===== config.mk =====
export PLATFORM = sky130hd
export DESIGN_NAME = lcd_refresh_sched
export DESIGN_NICKNAME = d
export VERILOG_FILES = /design/src/rtl/lcd_sched_pkg.sv /design/src/rtl/lcd_refresh_sched_delay_timer.sv /design/src/rtl/lcd_refresh_sched.sv
export SDC_FILE = /design/constraint.sdc
export NUM_CORES = 2
export LEC_CHECK = 0
export BUFFER_PORTS_ARGS = -buffer_cell sky130_fd_sc_hd__buf_4
export CORE_MARGIN = 2
export CORE_UTILIZATION = 40
export DETAILED_ROUTE_END_ITERATION = 16
export HOLD_SLACK_MARGIN = 0.1
export PLACE_DENSITY = 0.65
export SLEW_MARGIN = 20
export SYNTH_ARGS = -nofsm -noshare
export SYNTH_HDL_FRONTEND = slang
export SYNTH_SLANG_ARGS = --single-unit

===== constraint.sdc =====
create_clock -name iCLK -period 7.3 [get_ports iCLK]
set_clock_uncertainty 0.1 [all_clocks]
set_input_delay 0.365 -clock iCLK [delete_from_list [all_inputs] [get_ports iCLK]]
set_output_delay 0.365 -clock iCLK [all_outputs]
set_load 0.005 [all_outputs]

===== src/rtl/lcd_sched_pkg.sv =====
// Shared definitions for the LCD refresh scheduler.
// Holds the sequencer state encoding, the fixed display init command list,
// the DDRAM line stride and the RS encodings used on the writer interface.
package lcd_sched_pkg;

    typedef enum logic [2:0] {
        PWR_WAIT = 3'd0,
        INIT     = 3'd1,
        CLR_WAIT = 3'd2,
        ADDR     = 3'd3,
        CHAR     = 3'd4,
        SHOWN    = 3'd5,
        SETTLE   = 3'd6
    } state_t;

    localparam int         INIT_CNT      = 4;
    localparam logic [1:0] INIT_CLR_IDX  = 2'd2;
    localparam logic [1:0] INIT_LAST_IDX = 2'(INIT_CNT - 1);

    localparam logic [7:0] CMD_FUNC_SET  = 8'h38;
    localparam logic [7:0] CMD_DISP_ON   = 8'h0C;
    localparam logic [7:0] CMD_CLEAR     = 8'h01;
    localparam logic [7:0] CMD_ENTRY     = 8'h06;
    localparam logic [7:0] CMD_SET_DDRAM = 8'h80;

    localparam logic [7:0] LINE_STRIDE   = 8'h40;

    localparam logic RS_CMD  = 1'b0;
    localparam logic RS_CHAR = 1'b1;

    function automatic logic [7:0] init_cmd(input logic [1:0] idx);
        case (idx)
            2'd0:    return CMD_FUNC_SET;
            2'd1:    return CMD_DISP_ON;
            2'd2:    return CMD_CLEAR;
            default: return CMD_ENTRY;
        endcase
    endfunction

    // States in which a byte is being offered to the writer.
    function automatic logic is_send_state(input state_t s);
        return (s == INIT) || (s == ADDR) || (s == CHAR);
    endfunction

endpackage


===== src/rtl/lcd_refresh_sched_delay_timer.sv =====
// Up-counter used for every fixed wait of the scheduler.
// Ports: clk/rst_n clock and async active-low reset; clr restarts the count
// at zero; en advances it; term is the terminal value; done is high while
// the count equals term. The count parks at term instead of wrapping.
module delay_timer #(
    parameter int W = 20
) (
    input  logic         clk,
    input  logic         rst_n,
    input  logic         clr,
    input  logic         en,
    input  logic [W-1:0] term,
    output logic         done
);

    logic [W-1:0] cnt;

    assign done = (cnt == term);

    always_ff @(posedge clk or negedge rst_n) begin
        if (!rst_n) begin
            cnt <= '0;
        end else if (clr) begin
            cnt <= '0;
        end else if (en && !done) begin
            cnt <= cnt + 1'b1;
        end
    end

endmodule


===== src/rtl/lcd_refresh_sched.sv =====
// Character display refresh scheduler.
// Waits for display power-up, sends the init command list, then writes the
// whole text bus once. Afterwards it rewrites the display when the text has
// changed and stayed stable for SETTLE_CYC cycles, or on iREFRESH.
// Ports: iCLK/iRST_N clock and async active-low reset; iDATA flat text bus
// (char 0 in the top byte); iREFRESH forces a pass; oLCD_REQ/oLCD_RS/
// oLCD_DATA/iLCD_ACK one-byte handshake to the writer; oBUSY high while a
// sequence runs; oSHOWN high while the display holds the shadow text.
module lcd_refresh_sched
    import lcd_sched_pkg::*;
#(
    parameter int N_LINES    = 2,
    parameter int LINE_LEN   = 45,
    parameter int PWR_CYC    = 20'hFFFFF,
    parameter int CLR_CYC    = 100000,
    parameter int SETTLE_CYC = 50000
) (
    input  logic                          iCLK,
    input  logic                          iRST_N,
    input  logic [N_LINES*LINE_LEN*8-1:0] iDATA,
    input  logic                          iREFRESH,
    output logic                          oLCD_REQ,
    output logic                          oLCD_RS,
    output logic [7:0]                    oLCD_DATA,
    input  logic                          iLCD_ACK,
    output logic                          oBUSY,
    output logic                          oSHOWN
);

    localparam int N       = N_LINES * LINE_LEN;
    localparam int MAX_A   = (PWR_CYC > CLR_CYC) ? PWR_CYC : CLR_CYC;
    localparam int MAX_CYC = (MAX_A > SETTLE_CYC) ? MAX_A : SETTLE_CYC;
    localparam int TW      = (MAX_CYC > 1) ? $clog2(MAX_CYC) : 1;
    localparam int CW      = (LINE_LEN > 1) ? $clog2(LINE_LEN) : 1;
    localparam int LW      = $clog2(N_LINES) + 1;

    localparam logic [TW-1:0] PWR_TERM    = TW'(PWR_CYC - 1);
    localparam logic [TW-1:0] CLR_TERM    = TW'(CLR_CYC - 1);
    localparam logic [TW-1:0] SETTLE_TERM = TW'(SETTLE_CYC - 1);
    localparam logic [CW-1:0] LAST_COL    = CW'(LINE_LEN - 1);
    localparam logic [LW-1:0] LAST_LINE   = LW'(N_LINES - 1);

    state_t           state, state_nx;
    logic [1:0]       init_idx, init_idx_nx;
    logic [LW-1:0]    line, line_nx;
    logic [CW-1:0]    col, col_nx;
    logic [N*8-1:0]   shadow, shadow_nx;
    logic [N*8-1:0]   cmp, cmp_nx;
    logic             pending, pending_nx;
    logic             req, req_nx;
    logic             rs;
    logic [7:0]       data;
    logic             send_rs;
    logic [7:0]       send_data;
    logic             busy, shown;
    logic             acked;
    logic             restart;
    logic             tmr_clr, tmr_en, tmr_done;
    logic [TW-1:0]    tmr_term;

    function automatic logic [7:0] char_at(input logic [N*8-1:0] text,
                                           input logic [LW-1:0]  ln,
                                           input logic [CW-1:0]  cl);
        int c;
        c = int'(ln) * LINE_LEN + int'(cl);
        return text[(N-1-c)*8 +: 8];
    endfunction

    function automatic logic [7:0] line_cmd(input logic [LW-1:0] ln);
        return CMD_SET_DDRAM | 8'(8'(ln) * LINE_STRIDE);
    endfunction

    assign acked = req && iLCD_ACK;

    delay_timer #(.W(TW)) u_timer (
        .clk   (iCLK),
        .rst_n (iRST_N),
        .clr   (tmr_clr),
        .en    (tmr_en),
        .term  (tmr_term),
        .done  (tmr_done)
    );

    always_ff @(posedge iCLK or negedge iRST_N) begin
        if (!iRST_N) begin
            state    <= PWR_WAIT;
            init_idx <= '0;
            line     <= '0;
            col      <= '0;
            shadow   <= '0;
            cmp      <= '0;
            pending  <= 1'b0;
            req      <= 1'b0;
            rs       <= RS_CMD;
            data     <= '0;
        end else begin
            state    <= state_nx;
            init_idx <= init_idx_nx;
            line     <= line_nx;
            col      <= col_nx;
            shadow   <= shadow_nx;
            cmp      <= cmp_nx;
            pending  <= pending_nx;
            req      <= req_nx;
            // RS/DATA only load as REQ rises, so they hold for the whole request.
            if (req_nx && !req) begin
                rs   <= send_rs;
                data <= send_data;
            end
        end
    end

    always_comb begin
        state_nx    = state;
        init_idx_nx = init_idx;
        line_nx     = line;
        col_nx      = col;
        shadow_nx   = shadow;
        cmp_nx      = cmp;
        pending_nx  = pending;
        restart     = 1'b0;
        tmr_en      = 1'b0;
        tmr_term    = PWR_TERM;

        case (state)
            PWR_WAIT: begin
                tmr_en = 1'b1;
                if (iREFRESH) pending_nx = 1'b1;
                if (tmr_done) state_nx = INIT;
            end
            INIT: begin
                if (iREFRESH) pending_nx = 1'b1;
                if (acked) begin
                    if (init_idx == INIT_CLR_IDX) begin
                        init_idx_nx = INIT_LAST_IDX;
                        state_nx    = CLR_WAIT;
                    end else if (init_idx == INIT_LAST_IDX) begin
                        shadow_nx  = iDATA;
                        pending_nx = 1'b0;
                        line_nx    = '0;
                        state_nx   = ADDR;
                    end else begin
                        init_idx_nx = init_idx + 2'd1;
                    end
                end
            end
            CLR_WAIT: begin
                tmr_en   = 1'b1;
                tmr_term = CLR_TERM;
                if (iREFRESH) pending_nx = 1'b1;
                if (tmr_done) state_nx = INIT;
            end
            ADDR: begin
                if (iREFRESH) pending_nx = 1'b1;
                if (acked) begin
                    col_nx   = '0;
                    state_nx = CHAR;
                end
            end
            CHAR: begin
                if (iREFRESH) pending_nx = 1'b1;
                if (acked) begin
                    if (col == LAST_COL) begin
                        col_nx = '0;
                        if (line == LAST_LINE) begin
                            state_nx = SHOWN;
                        end else begin
                            line_nx  = line + 1'b1;
                            state_nx = ADDR;
                        end
                    end else begin
                        col_nx = col + 1'b1;
                    end
                end
            end
            SHOWN: begin
                if (pending || iREFRESH) begin
                    shadow_nx  = iDATA;
                    pending_nx = 1'b0;
                    line_nx    = '0;
                    state_nx   = ADDR;
                end else if (iDATA != shadow) begin
                    cmp_nx   = iDATA;
                    state_nx = SETTLE;
                end
            end
            SETTLE: begin
                tmr_en   = 1'b1;
                tmr_term = SETTLE_TERM;
                if (iREFRESH) begin
                    shadow_nx  = iDATA;
                    pending_nx = 1'b0;
                    line_nx    = '0;
                    state_nx   = ADDR;
                end else if (iDATA == shadow) begin
                    state_nx = SHOWN;
                end else if (iDATA != cmp) begin
                    // Text still moving: track it and restart the settle window.
                    cmp_nx  = iDATA;
                    restart = 1'b1;
                end else if (tmr_done) begin
                    shadow_nx = cmp;
                    line_nx   = '0;
                    state_nx  = ADDR;
                end
            end
            default: state_nx = PWR_WAIT;
        endcase

        // Every wait starts from zero on state entry.
        tmr_clr = restart || (state_nx != state);
        // REQ falls after ACK and may rise again one cycle later; a new
        // request is raised as soon as the next state has a byte to send.
        req_nx  = req ? !iLCD_ACK : is_send_state(state_nx);
    end

    always_comb begin
        busy      = 1'b1;
        shown     = 1'b0;
        send_rs   = RS_CMD;
        send_data = 8'h00;
        if (state == SHOWN || state == SETTLE) begin
            busy  = 1'b0;
            shown = 1'b1;
        end
        // Byte to present when REQ rises next cycle (looked up from the next state).
        case (state_nx)
            INIT: send_data = init_cmd(init_idx);
            ADDR: send_data = line_cmd(line_nx);
            CHAR: begin
                send_rs   = RS_CHAR;
                send_data = char_at(shadow, line, col);
            end
            default: ;
        endcase
    end

    assign oLCD_REQ  = req;
    assign oLCD_RS   = rs;
    assign oLCD_DATA = data;
    assign oBUSY     = busy;
    assign oSHOWN    = shown;

endmodule


==> results.py <==
metrics = {
    "setup_path": {
        "crit_chain": "xnor2_2 -> nand4_1 -> nor4_1 -> nand3_1 -> nor4_1 -> buf_4 -> and4_1 -> buf_12 -> o211ai_1 -> a211oi_4 -> buf_12 -> buf_12 -> buf_12 -> nor2_1 -> a31oi_1",
        "crit_top_cell": "buf_12",
        "crit_type": "reg -> reg",
        "cp_data_arrival_time_ns": 7.41,
        "end_kind": "register",
        "critPathLaunchType": "register",
        "worstPathRequired_ns": 7.99,
        "r2r-start": "cmp[559]$_DFFE_PN0P_",
        "cp_max_fo": 33,
        "crit_slowest_cell": "nand4_1",
        "setup.worst_path.start": "cmp[559]$_DFFE_PN0P_",
        "cpPeakStageDelay_ns": 1.08,
    },
    "floorplanning": {
        "die_h_um": 461,
        "start_util_pct": 40.3,
        "die-area_um2": 212000,
        "fp.coreArea_um2": 207000,
        "die_w_um": 461,
        "num_rows": 167,
        "io_pins": 736,
    },
    "clocking": {
        "cts_buffers": 175,
        "ctsHtreeMaxLevel": 4,
        "cts_setup_buffers": 0,
        "cts_root_buffer": "clkbuf_16",
        "numClockSinks": 1484,
        "cts_tree": "done",
        "clk_pin_slew_ns": 0.06,
        "clock_path_buffers": 3,
        "insertion_delay_ns": 0.91,
    },
    "grt": {
        "grt_pass1_vias": 77400,
        "grt_overflow_total": 0,
        "antenna_found_initial": 193,
        "grt_first_pass_wirelength_um": 776000,
        "grt_max_degree": 166,
        "grt.total_usage_pct": 56.6,
    },
    "yosys": {
        "ys.flop_type": "dfrtp_1",
        "syn_inst": 8316,
        "async_flop_share_pct": 100,
        "ys_seq_elements": 1484,
        "syn_area_per_cell_um2": 10.0,
        "ys_seq_area_share_pct": 44.5,
        "synth.cell_area_um2": 83400,
        "synth_cell_type_count": 65,
        "syn-num-nets": 9065,
        "synth_edf_count": 0,
        "ys.warnings.count": 0,
    },
    "placement": {
        "dpl_cell_area_um2": 94100,
        "place.gp.congestion": 1.18,
        "numPortBuffers": 735,
        "post-dp-hpwl_um": 496000,
    },
    "sta": {
        "fin_tns_setup_ns": 0,
        "finalHoldViolCount": 0,
        "grt_setup_unrepaired": "no",
        "relSlewSlack_pct": -0.580,
        "report.final.slew_viol_count": 2,
        "setup_viol": 0,
        "finalWorstPathRequiredPeriod_ns": 6.72,
        "tightestPinTransition_ns": 1.50,
        "max_freq_mhz": 149,
        "fin_crit_sh_pct": 92.0,
    },
    "outcome": {
        "outcome": "complete, but fails checks",
        "failed_checks": "capacitance limit, slew limit",
    },
    "cells_and_area": {
        "regArea_um2": 37100,
        "drive_above_1_share_pct": 23.7,
        "final_core_util_pct": 52.1,
        "fin_area_um2": 108000,
        "fill_cells": 18100,
        "final_nets": 10500,
        "multiInputGateArea_um2": 44500,
        "syn2layout_area_growth_pct": 29.4,
    },
    "routing": {
        "wl_per_cell_um": 47.9,
        "via_count": 85800,
        "drt-vias-per-instance": 6.69,
        "drc_errors": 0,
        "wl_um": 614000,
        "ant_nets": 0,
        "drt_first_pass_iters": 10,
        "initialDrtViolationCount": 15600,
    },
    "job": {
        "cap_violations": 3,
    },
    "power": {
        "power_density_nw_per_um2": 466,
        "p_leak_nw": 46.5,
        "vdd_drop_max_mv": 0.272,
        "p_total_mw": 50.3,
    },
    "hold_path": {
        "hold_class": "in -> reg",
        "hp-start": "iDATA[198]",
    },
}
flip-flops by register name, summed over array words and instances (netlist names), 2 cells and up:
signal,cells
line,2
state,3
u_timer.cnt,20
col,6
cmp,720
init_idx,2
oLCD_DATA,8
shadow,720
cell usage in the layout, fill, tap and decap left out, types with 84 or more instances in the layout:
| master | count |
|---|---|
| diode_2 | 103 |
| inv_1 | 126 |
| a31oi_1 | 724 |
| mux4_2 | 198 |
| nand2_1 | 1541 |
| dlygate4sd3_1 | 725 |
| dfrtp_1 | 1484 |
| xnor2_1 | 1099 |
| nor2_1 | 799 |
| xor2_1 | 159 |
| nand4_1 | 328 |
| clkbuf_16 | 177 |
| nor4_1 | 124 |
| o21ai_0 | 84 |
| mux2_2 | 690 |
| buf_4 | 954 |
critical path, delay by kind of cell (launching register included):
kind / cells / cell delay [ns]
xor gates and xnor gates: 1 / 1.04
AOI/OAI and AO/OA: 3 / 0.97
buffers and inverters: 5 / 1.10
and+or+nand+nor: 6 / 2.87
DFF: 1 / 0.44
cell families (layout without fill, tap and decap cells):
group           after synthesis  after routing  synth area share [%]
buf+inv                     602           2215                  3.21
flops                      1484           1484                  44.5
other cells                   0            103                     0
fa+ha+maj                    25             25                 0.393
compound gates             1003           1003                  7.72
xor+xnor                   1350           1350                  14.2
mux                         916            916                  15.0
simple gates               2936           2936                  15.0
final timing paths:
kind                            depth (start not counted)  slack [ns]                      end
worst max register to register                         15        0.58  shadow[584]$_DFFE_PN0P_
max in group asynchronous                               5        4.46  shadow[202]$_DFFE_PN0P_
worst min-delay path                                    3        0.18     cmp[198]$_DFFE_PN0P_
worst min register to register                          2        0.42     cmp[695]$_DFFE_PN0P_
worst max-delay path                                   15        0.58  shadow[584]$_DFFE_PN0P_
min in group asynchronous                               3        0.62     cmp[264]$_DFFE_PN0P_
stage by stage:
stage / setup WS [ns] / cells / hold WS [ns]
after floorplan: 2.53 / 8316 / -0.0306
after global placement: 0.993 / 11700 / 0.297
after detailed placement: 1.25 / 11700 / 0.308
after CTS: 1.33 / 12700 / 0.163
after global routing: 0.851 / 12700 / 0.210
final: 0.583 / 12800 / 0.184
power breakdown:
part	switching [mW]	leakage, nW	internal, mW
combinational	16.7	24.2	7.78
clock	4.10	2.91	5.25
sequential	5.02	19.4	11.5
final cells by class:
class	instances	share of cell area [%]
clock inverter	66	0.714
tap	2788	3.23
antenna	103	0.239
inverter	127	0.442
timing repair buffer	1770	15.0
multi-input combinational	6230	41.2
clock buffer	252	4.74
sequential	1484	34.4
routing by layer:
layer  up-vias  track usage, %  share of wire [%]
met5         -           0.482               0.11
met4        86            55.9                 13
met3      2457            31.1                 16
met2      8748            72.6                 37
met1     42400            64.7                 34
li1      32100               -                  -
synthesized netlist by cell type, drive strengths merged, types with 8 or more instances:
master   count  area [um2]
nand2     1541        5780
dfrtp     1484       37100
xnor2     1182       10400
nor2       801        3010
a31oi      724        4530
mux2       690        7770
nand4      328        2050
buf        275        1450
clkbuf     200         751
mux4       198        4460
xor2       168        1470
nor4       139         876
inv        126         473
o21ai       84         420
o22ai       41         257
nor2b       37         231
nand2b      35         219
a21oi       28         140
mux2i       28         293
ha          23         288
a22oi       22         165
nand3       16        80.1
a22o        13         114
o2111ai     13         114
nor3        10        50.1
a2111o       9         101
a221oi       8        70.1
o221ai       8        70.1
timing repair:
action	in CTS	in global routing
gates resized for setup	0	0
hold buffers	725	0
endpoints found under the hold margin	1667	0
(Power assumes the default switching activity.)
